**src/rtl/dummy_accelerator_pkg.sv**
```systemverilog
// Shared definitions for the dummy accelerator execution unit.
// Holds the execution-mode type, the X-IF tag layout, the immediate type,
// the pipeline depth ceiling and the iterative FSM state encoding.
package dummy_accelerator_pkg;

  localparam int MaxPipeLength  = 100;
  localparam int XIF_ID_WIDTH   = 4;
  localparam int XIF_ADDR_WIDTH = 5;
  localparam int CONF_WIDTH     = 12;

  typedef enum logic {
    EU_CTL_PIPELINE  = 1'b0,
    EU_CTL_ITERATIVE = 1'b1
  } ctl_type_t;

  typedef logic [CONF_WIDTH-1:0] conf_type_t;

  typedef struct packed {
    logic [XIF_ID_WIDTH-1:0]   id;
    logic [XIF_ADDR_WIDTH-1:0] rd_idx;
  } tag_type_t;

  // Kept as plain constants so older netlists and dumps decode the same way.
  typedef logic [1:0] iter_state_t;
  localparam iter_state_t ITER_IDLE = 2'd0;
  localparam iter_state_t ITER_BUSY = 2'd1;
  localparam iter_state_t ITER_DONE = 2'd2;

endpackage

```
**src/rtl/dummy_accel_iter_unit.sv**
```systemverilog
// Blocking multiply-accumulate unit: result = rs1 + N*rs2 (mod 2^XLEN),
// computed by repeated addition over N cycles.
// Ports:
//   clk_i, rst_i, flush_i             : clock, sync active-high reset, kill
//   op_valid/op_ready                 : operation handshake (accept in IDLE only)
//   rs1, rs2, imm, tag                : operands, iteration count N, tag
//   res_valid/res_ready               : result handshake (valid in DONE)
//   result, res_tag                   : accumulator and latched tag
//   busy                              : FSM not IDLE
//
// state | meaning
// ------+-----------------------------------------------------------
// IDLE  | waiting for an operation
// BUSY  | adding rs2 into acc, cnt counts remaining additions down
// DONE  | result presented, waiting for the consumer
module dummy_accel_iter_unit
  import dummy_accelerator_pkg::*;
#(
  parameter int XLEN     = 32,
  parameter int ImmWidth = CONF_WIDTH
) (
  input  logic                clk_i,
  input  logic                rst_i,
  input  logic                flush_i,
  input  logic                op_valid,
  output logic                op_ready,
  input  logic [XLEN-1:0]     rs1,
  input  logic [XLEN-1:0]     rs2,
  input  logic [ImmWidth-1:0] imm,
  input  tag_type_t           tag,
  output logic                res_valid,
  input  logic                res_ready,
  output logic [XLEN-1:0]     result,
  output tag_type_t           res_tag,
  output logic                busy
);

  iter_state_t         state;
  logic [XLEN-1:0]     acc;
  logic [XLEN-1:0]     rs2_q;
  logic [ImmWidth-1:0] cnt;
  tag_type_t           tag_q;

  assign op_ready  = (state == ITER_IDLE) && !flush_i;
  assign res_valid = (state == ITER_DONE);
  assign busy      = (state != ITER_IDLE);
  assign result    = acc;
  assign res_tag   = tag_q;

  always_ff @(posedge clk_i) begin
    if (rst_i) begin
      state <= ITER_IDLE;
      acc   <= '0;
      rs2_q <= '0;
      cnt   <= '0;
      tag_q <= '0;
    end else if (flush_i) begin
      state <= ITER_IDLE;
    end else begin
      case (state)
        ITER_IDLE: begin
          if (op_valid && op_ready) begin
            acc   <= rs1;
            rs2_q <= rs2;
            cnt   <= imm;
            tag_q <= tag;
            state <= (imm == '0) ? ITER_DONE : ITER_BUSY;
          end
        end
        ITER_BUSY: begin
          acc <= acc + rs2_q;
          cnt <= cnt - 1'b1;
          // Terminal count: this is the last addition, cnt becomes 0 now.
          if (cnt == ImmWidth'(1)) state <= ITER_DONE;
        end
        ITER_DONE: begin
          if (res_ready) state <= ITER_IDLE;
        end
        default: state <= ITER_IDLE;
      endcase
    end
  end

endmodule

```
**src/rtl/dummy_accel_eu.sv**
```systemverilog
// Dummy accelerator execution unit on the X-IF issue/result path.
// Pipeline mode: rs1 + rs2 + sext(imm) through PipeDepth register stages.
// Iterative mode: rs1 + imm*rs2 in the iterative sub-unit.
// Results leave strictly in issue order on one valid/ready port.
// Ports:
//   clk_i, rst_i, flush_i            : clock, sync active-high reset, kill
//   issue_valid_i/issue_ready_o      : issue handshake
//   ctl_i, rs1_i, rs2_i, imm_i, tag_i: operation
//   result_valid_o/result_ready_i    : result handshake
//   result_o, tag_o                  : result data and tag (0 when not valid)
//   busy_o                           : any operation in flight
module dummy_accel_eu
  import dummy_accelerator_pkg::*;
#(
  parameter int XLEN      = 32,
  parameter int ImmWidth  = CONF_WIDTH,
  parameter int XIdWidth  = XIF_ID_WIDTH,
  parameter int AddrWidth = XIF_ADDR_WIDTH,
  parameter int PipeDepth = 4
) (
  input  logic                clk_i,
  input  logic                rst_i,
  input  logic                flush_i,
  input  logic                issue_valid_i,
  output logic                issue_ready_o,
  input  ctl_type_t           ctl_i,
  input  logic [XLEN-1:0]     rs1_i,
  input  logic [XLEN-1:0]     rs2_i,
  input  logic [ImmWidth-1:0] imm_i,
  input  tag_type_t           tag_i,
  output logic                result_valid_o,
  input  logic                result_ready_i,
  output logic [XLEN-1:0]     result_o,
  output tag_type_t           tag_o,
  output logic                busy_o
);

  if (PipeDepth < 1 || PipeDepth > MaxPipeLength) begin : g_bad_depth
    $error("dummy_accel_eu: PipeDepth must be in 1..MaxPipeLength");
  end
  if (XIdWidth != XIF_ID_WIDTH || AddrWidth != XIF_ADDR_WIDTH) begin : g_bad_tag
    $error("dummy_accel_eu: tag widths must match the X-IF package widths");
  end
  if (ImmWidth >= XLEN) begin : g_bad_imm
    $error("dummy_accel_eu: ImmWidth must be narrower than XLEN");
  end

  localparam int Last = PipeDepth - 1;

  logic            stg_valid [PipeDepth];
  logic [XLEN-1:0] stg_data  [PipeDepth];
  tag_type_t       stg_tag   [PipeDepth];

  logic            advance;
  logic            pipe_empty;
  logic            pipe_ready;
  logic            pipe_fire;
  logic [XLEN-1:0] pipe_sum;

  logic            iter_op_valid;
  logic            iter_op_ready;
  logic            iter_ready;
  logic            iter_res_valid;
  logic            iter_res_ready;
  logic [XLEN-1:0] iter_result;
  tag_type_t       iter_tag;
  logic            iter_busy;

  // Global stall: the whole pipeline moves only when the last stage is free
  // or being drained this cycle, so no bubble is ever squeezed out.
  assign advance = !stg_valid[Last] || result_ready_i;

  always_comb begin
    pipe_empty = 1'b1;
    for (int s = 0; s < PipeDepth; s++) begin
      if (stg_valid[s]) pipe_empty = 1'b0;
    end
  end

  // A pipeline op may only enter while the FSM is idle, and an iterative op
  // only once the pipeline has emptied; this keeps results in issue order
  // and guarantees the two result sources never collide.
  assign pipe_ready = !iter_busy && advance && !flush_i;
  assign iter_ready = iter_op_ready && pipe_empty;

  always_comb begin
    issue_ready_o = (ctl_i == EU_CTL_ITERATIVE) ? iter_ready : pipe_ready;
  end

  assign pipe_fire     = issue_valid_i && (ctl_i == EU_CTL_PIPELINE) && pipe_ready;
  assign iter_op_valid = issue_valid_i && (ctl_i == EU_CTL_ITERATIVE) && pipe_empty;

  assign pipe_sum = rs1_i + rs2_i + {{(XLEN-ImmWidth){imm_i[ImmWidth-1]}}, imm_i};

  for (genvar s = 0; s < PipeDepth; s++) begin : g_stage
    logic            in_valid;
    logic [XLEN-1:0] in_data;
    tag_type_t       in_tag;

    if (s == 0) begin : g_head
      assign in_valid = pipe_fire;
      assign in_data  = pipe_sum;
      assign in_tag   = tag_i;
    end else begin : g_body
      assign in_valid = stg_valid[s-1];
      assign in_data  = stg_data[s-1];
      assign in_tag   = stg_tag[s-1];
    end

    always_ff @(posedge clk_i) begin
      if (rst_i) begin
        stg_valid[s] <= 1'b0;
        stg_data[s]  <= '0;
        stg_tag[s]   <= '0;
      end else if (flush_i) begin
        stg_valid[s] <= 1'b0;
      end else if (advance) begin
        stg_valid[s] <= in_valid;
        stg_data[s]  <= in_data;
        stg_tag[s]   <= in_tag;
      end
    end
  end

  assign iter_res_ready = result_ready_i && !stg_valid[Last];

  dummy_accel_iter_unit #(
    .XLEN     (XLEN),
    .ImmWidth (ImmWidth)
  ) u_iter (
    .clk_i     (clk_i),
    .rst_i     (rst_i),
    .flush_i   (flush_i),
    .op_valid  (iter_op_valid),
    .op_ready  (iter_op_ready),
    .rs1       (rs1_i),
    .rs2       (rs2_i),
    .imm       (imm_i),
    .tag       (tag_i),
    .res_valid (iter_res_valid),
    .res_ready (iter_res_ready),
    .result    (iter_result),
    .res_tag   (iter_tag),
    .busy      (iter_busy)
  );

  always_comb begin
    result_valid_o = 1'b0;
    result_o       = '0;
    tag_o          = '0;
    if (stg_valid[Last]) begin
      result_valid_o = 1'b1;
      result_o       = stg_data[Last];
      tag_o          = stg_tag[Last];
    end else if (iter_res_valid) begin
      result_valid_o = 1'b1;
      result_o       = iter_result;
      tag_o          = iter_tag;
    end
  end

  assign busy_o = !pipe_empty || iter_busy;

endmodule

```
**config.mk**
```make
export PLATFORM = sky130hd
export DESIGN_NAME = dummy_accel_eu
export DESIGN_NICKNAME = d
export VERILOG_FILES = /design/src/rtl/dummy_accelerator_pkg.sv /design/src/rtl/dummy_accel_iter_unit.sv /design/src/rtl/dummy_accel_eu.sv
export SDC_FILE = /design/constraint.sdc
export NUM_CORES = 1
export LEC_CHECK = 0
export CAP_MARGIN = 10
export CORE_ASPECT_RATIO = 0.8
export CORE_MARGIN = 2
export CORE_UTILIZATION = 55
export CTS_CLUSTER_DIAMETER = 50
export DETAILED_ROUTE_END_ITERATION = 10
export GPL_TIMING_DRIVEN = 1
export MAX_ROUTING_LAYER = met4
export PLACE_DENSITY = 0.77
export SYNTH_ARGS = -nofsm -noshare
export SYNTH_HDL_FRONTEND = slang
export SYNTH_SLANG_ARGS = --single-unit
```
**constraint.sdc**
```tcl
create_clock -name clk_i -period 10.2 [get_ports clk_i]
set_input_delay 1.02 -clock clk_i [delete_from_list [all_inputs] [get_ports clk_i]]
set_output_delay 1.02 -clock clk_i [all_outputs]
set_load 0.01 [all_outputs]
```
======== Word-level counts from Yosys, hierarchy flattened ========
Memory sizes are Yosys's and may differ from the RTL's.
Cells that the tools add are included.
storage, ports and cells
  logic and storage cells ................. 106
  register bits ........................... 87
  output and inout bits ................... 44
  memories kept ........................... 3
  bits in writable memories ............... 168
  bits of input ports ..................... 91
memory list
  name       depth  bits a word  read ports  clocked after memory_dff  wr ports  line                  RTL
  stg_data   4      32           4           0                         4         dummy_accel_eu.sv:51  logic [XLEN-1:0] stg_data [PipeDepth];
  stg_tag    4      9            4           0                         4         dummy_accel_eu.sv:52  tag_type_t stg_tag [PipeDepth];
  stg_valid  4      1            4           0                         4         dummy_accel_eu.sv:50  logic stg_valid [PipeDepth];
cells by class
  equality and inequality tests ........... 6
  add/sub/neg operators ................... 4
  reduce and logical (&&, ||, !) cells .... 24
  mux-type cells .......................... 45
  bitwise operators ....................... 18
operator list
  operator                                                                 number
  32-bit two-way mux                                                       7
  32-bit adder                                                             3
  32-bit one-hot mux with 2 select lines                                   1
  9-bit two-way mux                                                        6
  1-bit two-way mux                                                        24
  12-bit one-hot mux with 2 select lines                                   1
  1-bit bitwise OR                                                         16
  12-bit by 1-bit equality test with 1-bit output (second input constant)  1
  12-bit logical NOT                                                       1
  12-bit two-way mux                                                       1
  12-bit by 1-bit subtractor with 12-bit output (second input constant)    1
  1-bit logical AND                                                        10
  3-bit AND reduction                                                      3
  2-bit two-way mux                                                        4
  2-bit one-hot mux with 3 select lines                                    1
  1-bit logical NOT                                                        4
  2-bit by 1-bit != test with 1-bit output (second input constant)         2
  2-bit nonzero test                                                       2
  2-bit by 1-bit equality test with 1-bit output (second input constant)   1
  2-bit equality test (second input constant)                              1
  2-bit logical NOT                                                        1
  1-bit logical OR                                                         2
  2-bit != test (second input constant)                                    1
  1-bit inverter                                                           2
  2-bit OR reduction                                                       1

======== Longest topological paths before layout ========
  word-level depth ........................ 8
  depth in mapped cells ................... 15
  gate-level depth less buffers ........... 15

======== Modules after synthesis ========
From an unflattened synthesis, not the netlist that was laid out.
second synthesis, totals
  cells, all modules ...................... 1,429
  area, all modules ....................... 14,193.6 um^2
modules (own cells, without submodules)
  module                 sequential area each (um^2)  area an instance (um^2)  instances  cells each
  dummy_accel_eu         5,044.8                      8,838.5                  1          697
  dummy_accel_iter_unit  1,741.7                      5,355.1                  1          732

======== Worst setup path before layout ========
No wires, ideal clock.
  kind .................................... input to register
  from .................................... input port flush_i
  to ...................................... memory stg_data[0][0] (enable)
  data required time ...................... 9,478 ps
  library setup time ...................... 722 ps
  stages on the path ...................... 2
  setup slack ............................. 712 ps
  path buffers ............................ 1
  data arrival time ....................... 8,766 ps
  path through ............................ clkbuf_1 o21bai_1
RTL lines
  element      line                  RTL
  from (decl)  dummy_accel_eu.sv:23  input logic flush_i,
  to (decl)    dummy_accel_eu.sv:51

==> impl_metrics.yaml <==
route:
  ant_nets: 0
  route.vias.total: 11200
  drt-initial-drc-count: 1020
  avgViaCountPerCell: 6.05
  route.detailed.drc: 0
  wl_um: 37900
  avgRoutedWirePerCell_um: 20.5
  drt_first_pass_iters: 5
outcome:
  status: "finished clean"
floorplanning:
  initial_core_util: 0.560
  std_cell_rows: 52
  die_x_um: 183
  core-area_um2: 25300
  die_y_um: 148
  io_pins: 135
  die_area_um2: 27100
clock_network:
  cts_tree: "built"
  clk_pin_slew_ns: 0.06
  postCtsSetupBuffers: 0
  cts_root_buffer: "clkbuf_16"
  clock-sinks: 255
  cts_buffers: 31
  clk_path_buf_depth: 3
  cts_resized: 0
  clkLatencyLatePin_ns: 0.58
  htreeDepth: 1
  ctsHoldBuffers: 0
critical_path:
  r2r-start: "u_iter.result[9]"
  cp_data_required_time_ns: 10.60
  path_class: "in -> reg"
  reg2regPathDepth: 10
  arrival_ns: 4.80
  endpoint_kind: "register"
  r2r_end: "u_iter.result[31]"
  cp-start-kind: "input port"
  crit_path_end: "stg_data[0][23]"
  r2r_setup_slack_ns: 7.02
  worstSetupStartpoint: "imm_i[11]"
  path_max_fanout: 23
sta:
  maxSlewViolCount: 0
  worst_pin_slew_ns: 1.19
  min_period_ns: 4.40
  setup_viol: 0
  clock_skew_ns: 0.0206
  rsz0062_at_grt: "false"
  max_freq_mhz: 227
  period_share: 0.431
  relSlewSlack: 0.204
  hold_viol_final: 0
  tns_ns: 0
synthesis:
  synth_top_flop_cell: "edfxtp_1"
  synthArstFlopShare: 0
  synth_nets: 1581
  synth_area_um2: 14200
  synth_edf_count: 168
  ys_types: 79
  synth.avg_cell_area_um2: 10.2
  yosysWarnings: 0
  synth-seq-area-share: 0.479
  ys_seq_elements: 255
  syn_inst: 1394
power_and_ir_drop:
  peakVddDrop_uv: 158
  p_leak_nw: 6.64
  finalPower_w: 0.00284
  pwr_density_cell_nw_per_um2: 169
global_route:
  grt_pass1_wl_um: 59400
  grt_pass1_vias: 10800
  grt_max_degree: 89
  grt_overflow_total: 0
  antenna_found_initial: 0
  grt_usage: 0.289
layout:
  fillers: 1959
  antennaDiodeCount: 0
  nets: 1687
  area_growth_pct: 18.8
  drive_above_1_share: 0.0662
place:
  dpl.hpwl_um: 25800
  gp_congestion: 0.975
  io_buffers: 134
worst_hold_path:
  hold_class: "reg -> reg"
job:
  cap_violations: 0
through the flow:
stage | area, um2 | hold WS [ns] | worst slack, ns | util | instances
final | 16800 | 0.454 | 5.80 | 0.665 | 1849
after global routing | 16800 | 0.486 | 5.60 | 0.665 | 1849
after CTS | 16800 | 0.457 | 5.88 | 0.665 | 1849
after detailed placement | 15800 | 0.449 | 5.28 | 0.623 | 1791
after global placement | 15800 | 0.442 | 5.40 | 0.623 | 1791
after floorplan | 14200 | 0.436 | 0.712 | - | 1394
cell usage in the layout (no fill, tap or decap), types with 4 or more instances in the layout:
cell	n
nor2b_1	9
clkbuf_16	31
clkinv_1	4
nor3_1	28
xor2_1	20
inv_1	26
clkinv_4	5
fa_1	33
a31oi_1	9
nand2_1	162
and2_1	140
a311oi_1	6
o21bai_1	4
o21a_1	11
o22ai_1	6
bufinv_16	4
nand3_1	19
ha_1	63
nor4_1	6
or3_1	8
edfxtp_1	168
o21ai_0	47
a21oi_1	120
a21boi_0	6
a22o_1	41
dfxtp_1	87
o21ai_1	10
xnor2_1	24
a211oi_1	23
a41oi_1	5
nand4_1	7
clkinv_2	5
a21o_1	35
nor2_1	103
clkdlybuf4s50_1	133
and3_1	8
a221oi_1	5
buf_4	15
nand2b_1	9
worst min path at each step:
stage | startpoint | to | slack (ns) | cells after the start
global route | u_iter.rs2_q[4] | u_iter.rs2_q[4] | 0.49 | 2
CTS | u_iter.res_tag[4] | u_iter.res_tag[4] | 0.46 | 2
finish | u_iter.res_tag[4] | u_iter.res_tag[4] | 0.45 | 2
floorplan | u_iter.res_tag[0] | u_iter.res_tag[0] | 0.44 | 2
detailed placement | u_iter.res_tag[4] | u_iter.res_tag[4] | 0.45 | 2
global placement | u_iter.res_tag[4] | u_iter.res_tag[4] | 0.44 | 2
registers in the layout, summed over array words and instances (netlist names):
name,cells
stg_data,128
stg_tag,36
u_iter.result,32
u_iter.rs2_q,32
u_iter.cnt,12
u_iter.res_tag,9
stg_valid,4
u_iter.state,2
where the power goes:
part	internal (W)	switching, W	leakage (nW)
clock	0.000674	0.000469	0.523
sequential	0.00118	0.0000296	2.56
combinational	0.000197	0.000285	3.56
total	0.00205	0.000783	6.64
metal layers:
layer | share of wire | up-vias | GRT usage
met5 | 0 | - | -
met4 | 0.022 | 0 | 0.0724
met3 | 0.081 | 59 | 0.0416
met2 | 0.44 | 501 | 0.423
met1 | 0.46 | 5372 | 0.425
li1 | - | 5250 | -
critical path, cell delays in order:
cell             delay [ns]
clkdlybuf4s50_1        0.45
buf_4                  0.39
fa_1                   0.50
ha_1                   0.36
a21oi_1                0.24
o21ai_0                0.13
a21oi_1                0.27
nand3_1                0.19
o311ai_1               0.61
a21boi_0               0.25
o21a_1                 0.22
nor3_1                 0.13
cell usage after synthesis (3+ instances only):
cell type,n,area [um2]
nand3_1,19,95.1
or3_1,8,50.1
xnor2_1,24,210
and3_1,8,50.1
nor3_1,29,145
o21ai_0,47,235
ha_1,63,788
fa_1,33,661
a311o_1,3,30.0
nor4_1,6,37.5
a311oi_1,6,52.6
o22ai_1,6,37.5
a21o_1,35,263
and4_1,3,26.3
a41oi_1,5,43.8
o31ai_1,3,22.5
nand4_1,7,43.8
nand2_1,162,608
edfxtp_1,168,5040
dfxtp_1,87,1740
buf_2,9,45.0
xor2_1,20,175
nand2b_1,11,68.8
and2_1,140,876
a211o_1,3,26.3
o21a_1,12,90.1
o21ai_1,11,55.1
a21boi_0,6,45.0
a21oi_1,120,601
a221oi_1,5,43.8
a31oi_1,9,56.3
clkbuf_1,61,229
nor2_1,104,390
inv_1,26,97.6
o21bai_1,5,37.5
a22o_1,41,359
nand3b_1,3,22.5
a211oi_1,23,173
nor2b_1,10,62.6
logic make-up after synthesis:
logic type / count (synthesis) / synth area share
adders and majority gates: 96 / 0.102
and+or+nand+nor: 529 / 0.188
DFF: 255 / 0.479
AOI/OAI and AO/OA: 366 / 0.173
xor gates and xnor gates: 44 / 0.0272
muxes: 3 / 0.00221
buffers and inverters: 101 / 0.0286
area by class of cell:
cell class / instances / area, um2 / share of cell area
flip-flops and latches: 255 / 6790 / 0.403
multi-input cells: 1038 / 7020 / 0.417
clock inverters: 25 / 277 / 0.0164
clock buffers: 33 / 793 / 0.0471
inverters: 26 / 97.6 / 0.00580
well taps: 324 / 405 / 0.0241
repair buffers: 148 / 1440 / 0.0858
Power figures use the tool's default switching activity.
